File: src/rtl/dmem_pkg.sv
// ============================================================================
// Module      : dmem_pkg
// Description : Shared types, depth constant and address check for dmem_arbiter.
// Revision    : 1.0 - initial release
// ============================================================================
`default_nettype none

package dmem_pkg;

    localparam int unsigned DEPTH_WORDS = 256;

    typedef enum logic [0:0] {
        ST_IDLE   = 1'b0,
        ST_ACCESS = 1'b1
    } state_t;

    typedef logic port_id_t;

    // Word-aligned and inside the memory; callers zero-extend their address.
    function automatic logic addr_ok(input logic [63:0] addr, input int unsigned depth_words);
        return (addr[1:0] == 2'b00) && ((addr >> 2) < 64'(depth_words));
    endfunction

endpackage

`default_nettype wire

File: src/rtl/rr_arbiter2.sv
// ============================================================================
// Module      : rr_arbiter2
// Description : Combinational two-way round-robin picker.
// Revision    : 1.0 - initial release
// ============================================================================
`default_nettype none

module rr_arbiter2
    import dmem_pkg::*;
(
    input  logic [1:0] valid,
    input  port_id_t   last_grant,
    output logic [1:0] grant,
    output port_id_t   grant_id
);

    always_comb begin
        grant_id = 1'b0;
        case (valid)
            2'b01:   grant_id = 1'b0;
            2'b10:   grant_id = 1'b1;
            2'b11:   grant_id = ~last_grant;
            default: grant_id = 1'b0;
        endcase
        grant = (valid == 2'b00) ? 2'b00 : (grant_id ? 2'b10 : 2'b01);
    end

endmodule

`default_nettype wire

File: src/rtl/dmem_arbiter.sv
// ============================================================================
// Module      : dmem_arbiter
// Description : Two-port round-robin arbiter and access sequencer for data memory.
// Revision    : 1.0 - initial release
// ============================================================================
`default_nettype none

module dmem_arbiter
    import dmem_pkg::*;
#(
    parameter int          DATA_W      = 32,
    parameter int          ADDR_W      = 32,
    parameter int unsigned DEPTH_WORDS = dmem_pkg::DEPTH_WORDS
) (
    input  logic                clk,
    input  logic                reset,
    input  logic [1:0]          req_valid,
    output logic [1:0]          req_ready,
    input  logic [1:0]          req_write,
    input  logic [2*ADDR_W-1:0] req_addr,
    input  logic [2*DATA_W-1:0] req_wdata,
    output logic [1:0]          rsp_valid,
    output logic [DATA_W-1:0]   rsp_rdata,
    output logic                rsp_err,
    output logic                busy,
    output logic                mem_write,
    output logic [ADDR_W-1:0]   address,
    output logic [DATA_W-1:0]   write_data,
    input  logic [DATA_W-1:0]   read_data
);

    state_t              r_state;
    port_id_t            r_last_grant;
    port_id_t            r_cmd_owner;
    logic                r_cmd_write;
    logic [ADDR_W-1:0]   r_cmd_addr;
    logic [DATA_W-1:0]   r_cmd_wdata;
    logic [1:0]          r_rsp_valid;
    logic [DATA_W-1:0]   r_rsp_rdata;
    logic                r_rsp_err;

    logic [1:0]          w_grant;
    port_id_t            w_grant_id;
    logic                w_handshake;
    logic                w_cmd_ok;
    logic [ADDR_W-1:0]   w_sel_addr;
    logic [DATA_W-1:0]   w_sel_wdata;
    logic                w_sel_write;

    rr_arbiter2 u_rr (
        .valid      (req_valid),
        .last_grant (r_last_grant),
        .grant      (w_grant),
        .grant_id   (w_grant_id)
    );

    // Gating on reset keeps the handshake closed while reset is held.
    assign req_ready   = (!reset && r_state == ST_IDLE) ? (w_grant & req_valid) : 2'b00;
    assign w_handshake = |req_ready;

    assign w_sel_addr  = w_grant_id ? req_addr[2*ADDR_W-1:ADDR_W]  : req_addr[ADDR_W-1:0];
    assign w_sel_wdata = w_grant_id ? req_wdata[2*DATA_W-1:DATA_W] : req_wdata[DATA_W-1:0];
    assign w_sel_write = w_grant_id ? req_write[1] : req_write[0];

    assign w_cmd_ok    = addr_ok(64'(r_cmd_addr), DEPTH_WORDS);

    // Decoded from state so an asynchronous reset drops the write strobe at once.
    assign mem_write   = (r_state == ST_ACCESS) && r_cmd_write && w_cmd_ok;
    assign address     = r_cmd_addr;
    assign write_data  = r_cmd_wdata;
    assign busy        = (r_state == ST_ACCESS);
    assign rsp_valid   = r_rsp_valid;
    assign rsp_rdata   = r_rsp_rdata;
    assign rsp_err     = r_rsp_err;

    always_ff @(posedge clk or posedge reset) begin
        if (reset) begin
            r_state      <= ST_IDLE;
            r_last_grant <= 1'b1;
            r_cmd_owner  <= 1'b0;
            r_cmd_write  <= 1'b0;
            r_cmd_addr   <= '0;
            r_cmd_wdata  <= '0;
            r_rsp_valid  <= 2'b00;
            r_rsp_rdata  <= '0;
            r_rsp_err    <= 1'b0;
        end else begin
            r_rsp_valid <= 2'b00;
            case (r_state)
                ST_IDLE: begin
                    if (w_handshake) begin
                        r_cmd_owner  <= w_grant_id;
                        r_cmd_write  <= w_sel_write;
                        r_cmd_addr   <= w_sel_addr;
                        r_cmd_wdata  <= w_sel_wdata;
                        r_last_grant <= w_grant_id;
                        r_state      <= ST_ACCESS;
                    end
                end
                ST_ACCESS: begin
                    r_rsp_rdata <= (!r_cmd_write && w_cmd_ok) ? read_data : '0;
                    r_rsp_err   <= !w_cmd_ok;
                    r_rsp_valid <= r_cmd_owner ? 2'b10 : 2'b01;
                    r_state     <= ST_IDLE;
                end
                default: r_state <= ST_IDLE;
            endcase
        end
    end

endmodule

`default_nettype wire

File: config.mk
export PLATFORM = sky130hd
export DESIGN_NAME = dmem_arbiter
export DESIGN_NICKNAME = d
export VERILOG_FILES = /design/src/rtl/dmem_pkg.sv /design/src/rtl/rr_arbiter2.sv /design/src/rtl/dmem_arbiter.sv
export SDC_FILE = /design/constraint.sdc
export NUM_CORES = 1
export LEC_CHECK = 0
export ABC_AREA = 0
export CORE_UTILIZATION = 43
export DETAILED_ROUTE_END_ITERATION = 7
export MAX_ROUTING_LAYER = met4
export PLACE_DENSITY_LB_ADDON = 0.25
export RECOVER_POWER = 50
export REMOVE_ABC_BUFFERS = 1
export SLEW_MARGIN = 20
export SYNTH_ARGS = -nofsm -noshare
export SYNTH_HDL_FRONTEND = slang
export SYNTH_HIERARCHICAL = 1
export SYNTH_SLANG_ARGS = --single-unit
File: constraint.sdc
create_clock -name clk -period 7.9 [get_ports clk]
set_clock_uncertainty 0.15 [all_clocks]
set_input_delay 0.79 -clock clk [delete_from_list [all_inputs] [get_ports clk]]
set_output_delay 0.79 -clock clk [all_outputs]
set_load 0.005 [all_outputs]
# After elaboration in Yosys (flattened, before gate mapping)
# Index checks and enable logic that the tools add are counted.
# word_totals
wordCells,39
register_bits,103
out_inout_bits,103
# op_classes
n_eq_ne,2
n_mux,12
reduce_logical,12
bitwise,3
n_lt_le_gt_ge,1
# op_table
cell,count
two-way mux 32 bit,3
< comparator 30 x 9 -> 1 bit (second input constant),1
two-way mux 2 bit,5
logical AND 1 bit,5
== test 2 bit (second input constant),2
zero test 2 bit,2
case mux 1 bit (2 select lines),2
zero test 1 bit,3
AND 2 bit,1
two-way mux 1 bit,2
NOT 1 bit,2
AND reduction 2 bit,1
OR reduction 2 bit,1

# Depth between registers and ports, before layout
# Gate-level depths: netlist of run 1.
# depth
depth_word,9
depth_mapped,6
ltp_nobuf,4

# Modules after synthesis
# Netlist of run 1, hierarchy kept.
# by_module_without_submodules
mod,cells_each,area_per_inst_um2,instances,seq_area_each_um2
dmem_arbiter,379,5128.7,1,2578.7
rr_arbiter2,4,26.3,1,0.0

# Least setup slack after synthesis of run 1
# Ideal clock, no wire load.
# synth_path
kind,input port to flip-flop
from,input req_valid[1]
to,"register r_cmd_wdata[17], in the netlist write_data[17]"
setup_time_ns,0.127
n_path_buf,2
arrival_time_ns,2.305
cell_stages,5
path_slack_ns,5.318
required_ns,7.623
path_cell_list,a21boi_0 > buf_2 > buf_1 > mux2_2 > mux2_1
# synth_via
elab_chain_len,8
elab_cells_between_ends,11
cone_classes,eq/ne (2); mux (5); bitwise (1); reduce/logical (3)
# synth_lines
item,line_no,source
"start, declared",dmem_arbiter.sv:17,"input logic [1:0] req_valid,"
== test 2 bit,rr_arbiter2.sv:19,case (valid)
case mux 1 bit (2 select lines),rr_arbiter2.sv:19,
two-way mux 2 bit (2 in a row),rr_arbiter2.sv:25,grant = (valid == 2'b00) ? 2'b00 : (grant_id ? 2'b10 : 2'b01);
AND 2 bit,dmem_arbiter.sv:58,assign req_ready = (!reset && r_state == ST_IDLE) ? (w_grant & req_valid) : 2'b00;
two-way mux 2 bit,dmem_arbiter.sv:58,
OR reduction 2 bit,dmem_arbiter.sv:59,assign w_handshake = |req_ready;
AND reduction 2 bit (no line),n/a,
"end signal, assigned",dmem_arbiter.sv:95,r_cmd_wdata <= w_sel_wdata;
"end, declared",dmem_arbiter.sv:37,logic [DATA_W-1:0] r_cmd_wdata;
# Parallel ways exist; a longest one is shown, timed or not.
# A chain may end at the register's enable or synchronous reset.

# Final worst setup path of run 1
# layout_path
from,"register r_cmd_addr[19], in the netlist address[19]"
to,output mem_write
# layout_via
elab_chain_len,3
# layout_lines
item,line_no,source
"start, declared",dmem_arbiter.sv:36,logic [ADDR_W-1:0] r_cmd_addr;
"start signal, assigned",dmem_arbiter.sv:94,r_cmd_addr <= w_sel_addr;
< comparator 30 x 9 -> 1 bit,dmem_pkg.sv:21,return (addr[1:0] == 2'b00) && ((addr >> 2) < 64'(depth_words));
logical AND 1 bit,dmem_pkg.sv:21,
logical AND 1 bit,dmem_arbiter.sv:68,assign mem_write = (r_state == ST_ACCESS) && r_cmd_write && w_cmd_ok;
"end, declared",dmem_arbiter.sv:26,"output logic mem_write,"
# Every way passes these cells.

==> out/metrics.yaml, run 1 <==
clock_tree:
  numCtsBuffers: 9
  cts-htree-levels: 3
  post_cts_resized: 0
  insertion_delay_ns: 0.33
  cts-hold-fix-buffers: 0
  cts_tree: "yes"
  cts.path.max_buffers: 2
  cts_sinks: 103
  cts_root_buffer: "clkbuf_16"
  clk_pin_slew_worst_paths_ns: 0.06
  cts_setup_buffers: 0
detailed_routing:
  routed-wl-met2_um: 7530
  wire_per_inst_um: 18.4
  vias: 4101
  wl_met3_um: 1240
  dr.pass1.iters: 7
  routed_via_density: 5.20
  top_layer: "met4"
  met1_length_um: 5520
  drc_errors: 18
  detail_route.wirelength_um: 14500
  dr.first_iter.drc_count: 268
  postRouteAntennaNets: 0
setup_path:
  worstSetupStartpointType: "register"
  path_class: "register to output pin"
  cp-end-kind: "output pin"
  slowest_stage: "nor3_2"
  critPathLaunch: "address[19]"
  crit_chain: "nor3_2 -> nand3_2 -> nor3_1 -> clkdlybuf4s50_1"
  cp.arrival_ns: 3.06
  reg2reg_slack_ns: 4.39
  critPathMaxFanout: 19
  required_ns: 6.96
  critPathMaxStageDelay_ns: 0.80
  r2r_start: "busy"
global_route:
  grt_usage_pct: 24.8
  grt_overflow_total: 0
  grt_pass1_vias: 4587
  grt_antenna_before_repair: 0
  grt_max_degree: 81
  grt_pass1_wl_um: 23500
timing:
  period_share_pct: 50.7
  rsz0062_at_grt: "no"
  setup_tns_ns: 0
  finalSetupViolCount: 0
  finalHoldViolations: 0
  fmax_ghz: 0.250
  slew_violations: 39
  period_minus_slack_ns: 4.00
  slew_headroom_pct: -14.8
  worst_pin_slew_ns: 1.72
synth:
  synth_seq_cells: 103
  syn_area_um2: 5150
  synth_warnings: 6
  synthCells: 383
  ys_types: 36
  avgSynthCellArea_um2: 13.5
  ys_seq_area_share_pct: 50.0
pwr:
  p_leak_nw: 3.48
  vdd_drop_max_mv: 0.139
  p_total_mw: 2.00
  cellPowerDensity_nw_per_um2: 243
die:
  core_area_um2: 11600
  io_pins: 269
  start_util_pct: 44.6
  dieHeight_um: 111
  fp.dieArea_um2: 12400
  die_w_um: 111
  placementRows: 39
cells_and_area:
  nets: 806
  seq_area_um2: 2580
  fill_cells: 860
  final_util_pct: 71.2
  final_common_cell: "clkdlybuf4s50_1"
  drive_above_1_share_pct: 24.7
  layout_common_cells: "clkdlybuf4s50_1, mux2_2, dfrtp_1, dlygate4sd3_1, inv_1"
  final_area_um2: 8230
  syn_to_final_growth_pct: 59.7
  n_antenna_cell: 0
  fin_cells: 788
  multi_input_area_um2: 2310
placement:
  placedCellCount: 772
  gp_congestion: 0.766
  dp_hpwl_um: 10700
  portBuffers: 268
  dpl-instance-area_um2: 7930
job:
  cap_viol_max_count: 1
worst_hold_path:
  hold_path_class: "register to register"
  hp-start: "r_cmd_owner"
status:
  failed_checks: "design-rule violations, max-capacitance violations, max-slew violations"
  status: "finished, violations left"
[cells in the mapped netlist]
cell | n | share of area (%)
nand2_1 | 1 | 0.073
and2_1 | 1 | 0.12
clkinv_1 | 1 | 0.073
a31oi_4 | 1 | 0.41
nand2b_1 | 17 | 2.1
nor3_1 | 1 | 0.097
o41ai_2 | 13 | 4.1
o32ai_2 | 8 | 2.5
nor4_2 | 2 | 0.49
inv_1 | 35 | 2.5
mux2i_1 | 2 | 0.39
nor4_1 | 2 | 0.24
nor2b_1 | 1 | 0.12
a21boi_1 | 1 | 0.15
dfstp_2 | 1 | 0.51
buf_2 | 11 | 1.1
mux2_1 | 20 | 4.4
dfrtp_1 | 102 | 50
nand3_1 | 15 | 1.5
o41ai_1 | 4 | 0.68
mux2_2 | 110 | 24
nor3_2 | 1 | 0.19
buf_4 | 3 | 0.44
and4bb_1 | 1 | 0.24
clkbuf_1 | 10 | 0.73
and3_1 | 1 | 0.12
nor2_2 | 1 | 0.12
buf_1 | 1 | 0.073
nand4_2 | 1 | 0.24
o22a_1 | 1 | 0.17
nand3_2 | 1 | 0.19
nor2_1 | 1 | 0.073
buf_6 | 2 | 0.44
nor4b_4 | 1 | 0.46
o32ai_1 | 7 | 1.2
a21boi_0 | 2 | 0.29
[kinds of logic (layout without fill, tap and decap cells)]
logic type	count (synthesis)	in the layout	share of synthesized area [%]
mux	132	132	28.8
flops	103	103	50.0
buf+inv	63	325	5.36
compound gates	37	37	9.51
simple gates	48	48	6.31
[worst paths after layout]
path	cells after the start	endpoint
hold reg to reg	1	rsp_valid[0]
hold / removal	1	rsp_valid[0]
min in group asynchronous	2	rsp_rdata[15]
setup / recovery	4	mem_write
max in group asynchronous	3	address[20]
setup reg to reg	5	address[1]
[registers in the layout, summed over array words and instances, names as in the netlist]
| signal | count |
|---|---|
| rsp_err | 1 |
| r_cmd_write | 1 |
| busy | 1 |
| write_data | 32 |
| r_last_grant | 1 |
| rsp_valid | 2 |
| rsp_rdata | 32 |
| r_cmd_owner | 1 |
| address | 32 |
[report_power, final]
part	switching, mW	total [mW]	leakage, nW	internal, mW
sequential	0.123	0.815	1.28	0.692
combinational	0.263	0.726	2.05	0.464
clock	0.186	0.463	0.151	0.277
total	0.571	2.00	3.48	1.43
[metrics by stage]
| step | hold WS [ns] | setup WS (ns) |
|---|---|---|
| final | 0.295 | 3.90 |
| after CTS | 0.296 | 3.93 |
| after detailed placement | 0.286 | 4.30 |
| after global placement | 0.272 | 4.39 |
| after floorplan | 0.261 | 1.19 |
| after global routing | 0.331 | 3.69 |
[layout make-up]
class,instances,area share [%]
timing repair buffer,273,33.0
sequential,103,31.3
multi-input combinational,217,28.1
clock buffer,12,2.87
tap,143,2.17
inverter,36,1.66
clock inverter,4,0.851
[critical path: cells and delay by family, from the launching register on]
family | cells | cell delay (ns)
flip-flops | 1 | 0.41
buffers and inverters | 1 | 0.55
AND/OR/NAND/NOR | 3 | 1.77
[metal layers]
metal  vias up  global-route usage [%]
met5         -                       -
met2       190                    42.8
met3        16                    6.42
met4         0                    7.93
met1      2009                    28.2
li1       1886                       -
No activity file was read; power rests on OpenSTA's default activity.
==> run 2, diff against run 1 <==
CORE_UTILIZATION = 36   (was 43)
clock period = 3.3 ns   (was 7.9 ns; I/O delays follow)
==> run 2 against run 1 <==
The flow finishes with violations (max-capacitance violations, max-slew violations). Count of clock-buffer cells in the layout is 1 higher. Wire length down 0.69%. Global-route usage shrank 4.6 points. Largest power group unchanged. Via count is 0.88% higher. Final area is 1.4% higher. Hold slack improved by 0.014 ns. Flip-flop and latch count stayed put. Register-to-register slack worse by 3.3 ns. Combinational power rose to 2.6 times the previous value. Setup slack worse by 3.3 ns. Sequential share of layout area is 0.42 points lower.
==> out/metrics.yaml, run 2 (same netlist as run 1, synthesis figures left out) <==
die:
  fp.dieArea_um2: 14800
  start_util_pct: 37.0
  core_area_um2: 13900
  io_pins: 269
  die_w_um: 122
  dieHeight_um: 122
  placementRows: 43
status:
  failed_checks: "max-capacitance violations, max-slew violations"
  status: "finished, violations left"
timing:
  period_share_pct: 83.2
  rsz0062_at_grt: "no"
  slew_violations: 57
  fmax_ghz: 0.364
  finalHoldViolations: 0
  finalSetupViolCount: 0
  period_minus_slack_ns: 2.74
  worst_pin_slew_ns: 2.21
  slew_headroom_pct: -47.2
detailed_routing:
  drc_errors: 0
  vias: 4137
  postRouteAntennaNets: 0
  routed_via_density: 4.99
  wire_per_inst_um: 17.4
  dr.pass1.iters: 4
  dr.first_iter.drc_count: 158
  detail_route.wirelength_um: 14400
setup_path:
  worstSetupPathDepth: 5
  path_class: "register to output pin"
  critPathMaxStageDelay_ns: 0.56
  worst-path-buf-inv: 2
  required_ns: 2.82
  slowest_stage: "clkdlybuf4s50_1"
  cp.arrival_ns: 2.26
  crit_chain: "nor4_2 -> nand3_2 -> buf_4 -> nor3_1 -> clkdlybuf4s50_1"
  cp-end-kind: "output pin"
  worstSetupStartpointType: "register"
  critPathMaxFanout: 19
  path_delay_family: "buffers and inverters"
  r2r_cells: 5
clock_tree:
  cts.path.max_buffers: 2
  cts_setup_buffers: 0
  post_cts_resized: 0
  clk_pin_slew_worst_paths_ns: 0.07
  cts-htree-levels: 3
  insertion_delay_ns: 0.35
  cts-hold-fix-buffers: 0
  numCtsBuffers: 9
  cts_sinks: 103
  cts_root_buffer: "clkbuf_16"
  cts_tree: "yes"
cells_and_area:
  final_common_cell: "clkdlybuf4s50_1"
  nets: 810
  fill_cells: 1129
  final_area_um2: 8340
  n_antenna_cell: 0
  syn_to_final_growth_pct: 61.8
  layout_common_cells: "clkdlybuf4s50_1, mux2_2, dfrtp_1, dlygate4sd3_1, inv_1"
  drive_above_1_share_pct: 25.1
pwr:
  vdd_drop_max_mv: 0.305
  cellPowerDensity_nw_per_um2: 591
  p_total_mw: 4.93
  p_leak_nw: 3.47
worst_hold_path:
  holdPathStages: 1
  hold_path_class: "register to register"
placement:
  dp_hpwl_um: 10700
  gp_congestion: 0.818
  dpl-instance-area_um2: 8030
  portBuffers: 268
job:
  cap_viol_max_count: 1
global_route:
  grt_overflow_total: 0
  grt_usage_pct: 20.3
  grt_pass1_wl_um: 22100
  grt_pass1_vias: 4386
  grt_antenna_before_repair: 0
  grt_max_degree: 69
## run 2: changes by cell type in the layout (fill, tap and decap cells not counted)
cell             previous run  this run
dlygate4sd3_1              91        49
clkinvlp_4                  0         1
buf_12                      0         2
buf_6                       1         0
inv_1                      34        35
clkdlybuf4s50_1           177       219
clkinv_2                    2         0
clkinvlp_2                  1         0
clkbuf_8                    0         1
buf_4                       3         7
clkbuf_1                    4         3
## run 2: final timing paths
kind / slack (ns) / start / to
max: 0.56 / address[20] / mem_write
min: 0.31 / r_cmd_owner / rsp_valid[0]
max reg2reg: 1.14 / r_last_grant / address[13]
min reg2reg: 0.31 / r_cmd_owner / rsp_valid[0]
max in group asynchronous: 0.76 / reset / address[1]
min in group asynchronous: 0.97 / reset / rsp_rdata[17]
## run 2: per-stage QoR
step | utilization, % | worst slack, ns | TNS (ns) | hold WS (ns) | cells
2_1_floorplan | - | -2.98 | -198.85 | 0.261 | 356
3_3_place_gp | 57.6 | 0.795 | 0 | 0.275 | 813
3_5_place_dp | 57.6 | 0.732 | 0 | 0.294 | 813
4_1_cts | 59.9 | 0.527 | 0 | 0.304 | 829
5_1_grt | 59.9 | 0.253 | 0 | 0.327 | 829
6_report | 59.9 | 0.556 | 0 | 0.309 | 829
## run 2: worst register-to-register path: stages, from the launching register on
cell and delay (ns):
dfstp_2 0.58, a21boi_0 0.09, and4bb_1 0.26, a31oi_4 0.18
buf_12 0.31, mux2_2 0.48
## run 2: layout make-up
class	instances	area, um2	area share (%)
well taps	180	225	2.70
clock inverters	3	67.6	0.810
repair buffers	277	2780	33.3
inverters	36	135	1.62
flip-flops and latches	103	2580	30.9
multi-input cells	217	2310	27.7
clock buffers	13	250	3.00
## run 2: where the power goes
group          internal, mW  leakage [nW]  switching (mW)
sequential             1.66          1.28           0.269
clock                 0.687         0.150           0.456
combinational          1.19          2.04           0.664
## run 2: layer usage
metal | track usage, % | part of all wire (%)
met3 | 4.82 | 7.3
met2 | 34.3 | 51
met4 | 7.56 | 1.9
met1 | 23.2 | 40
met5 | - | 0
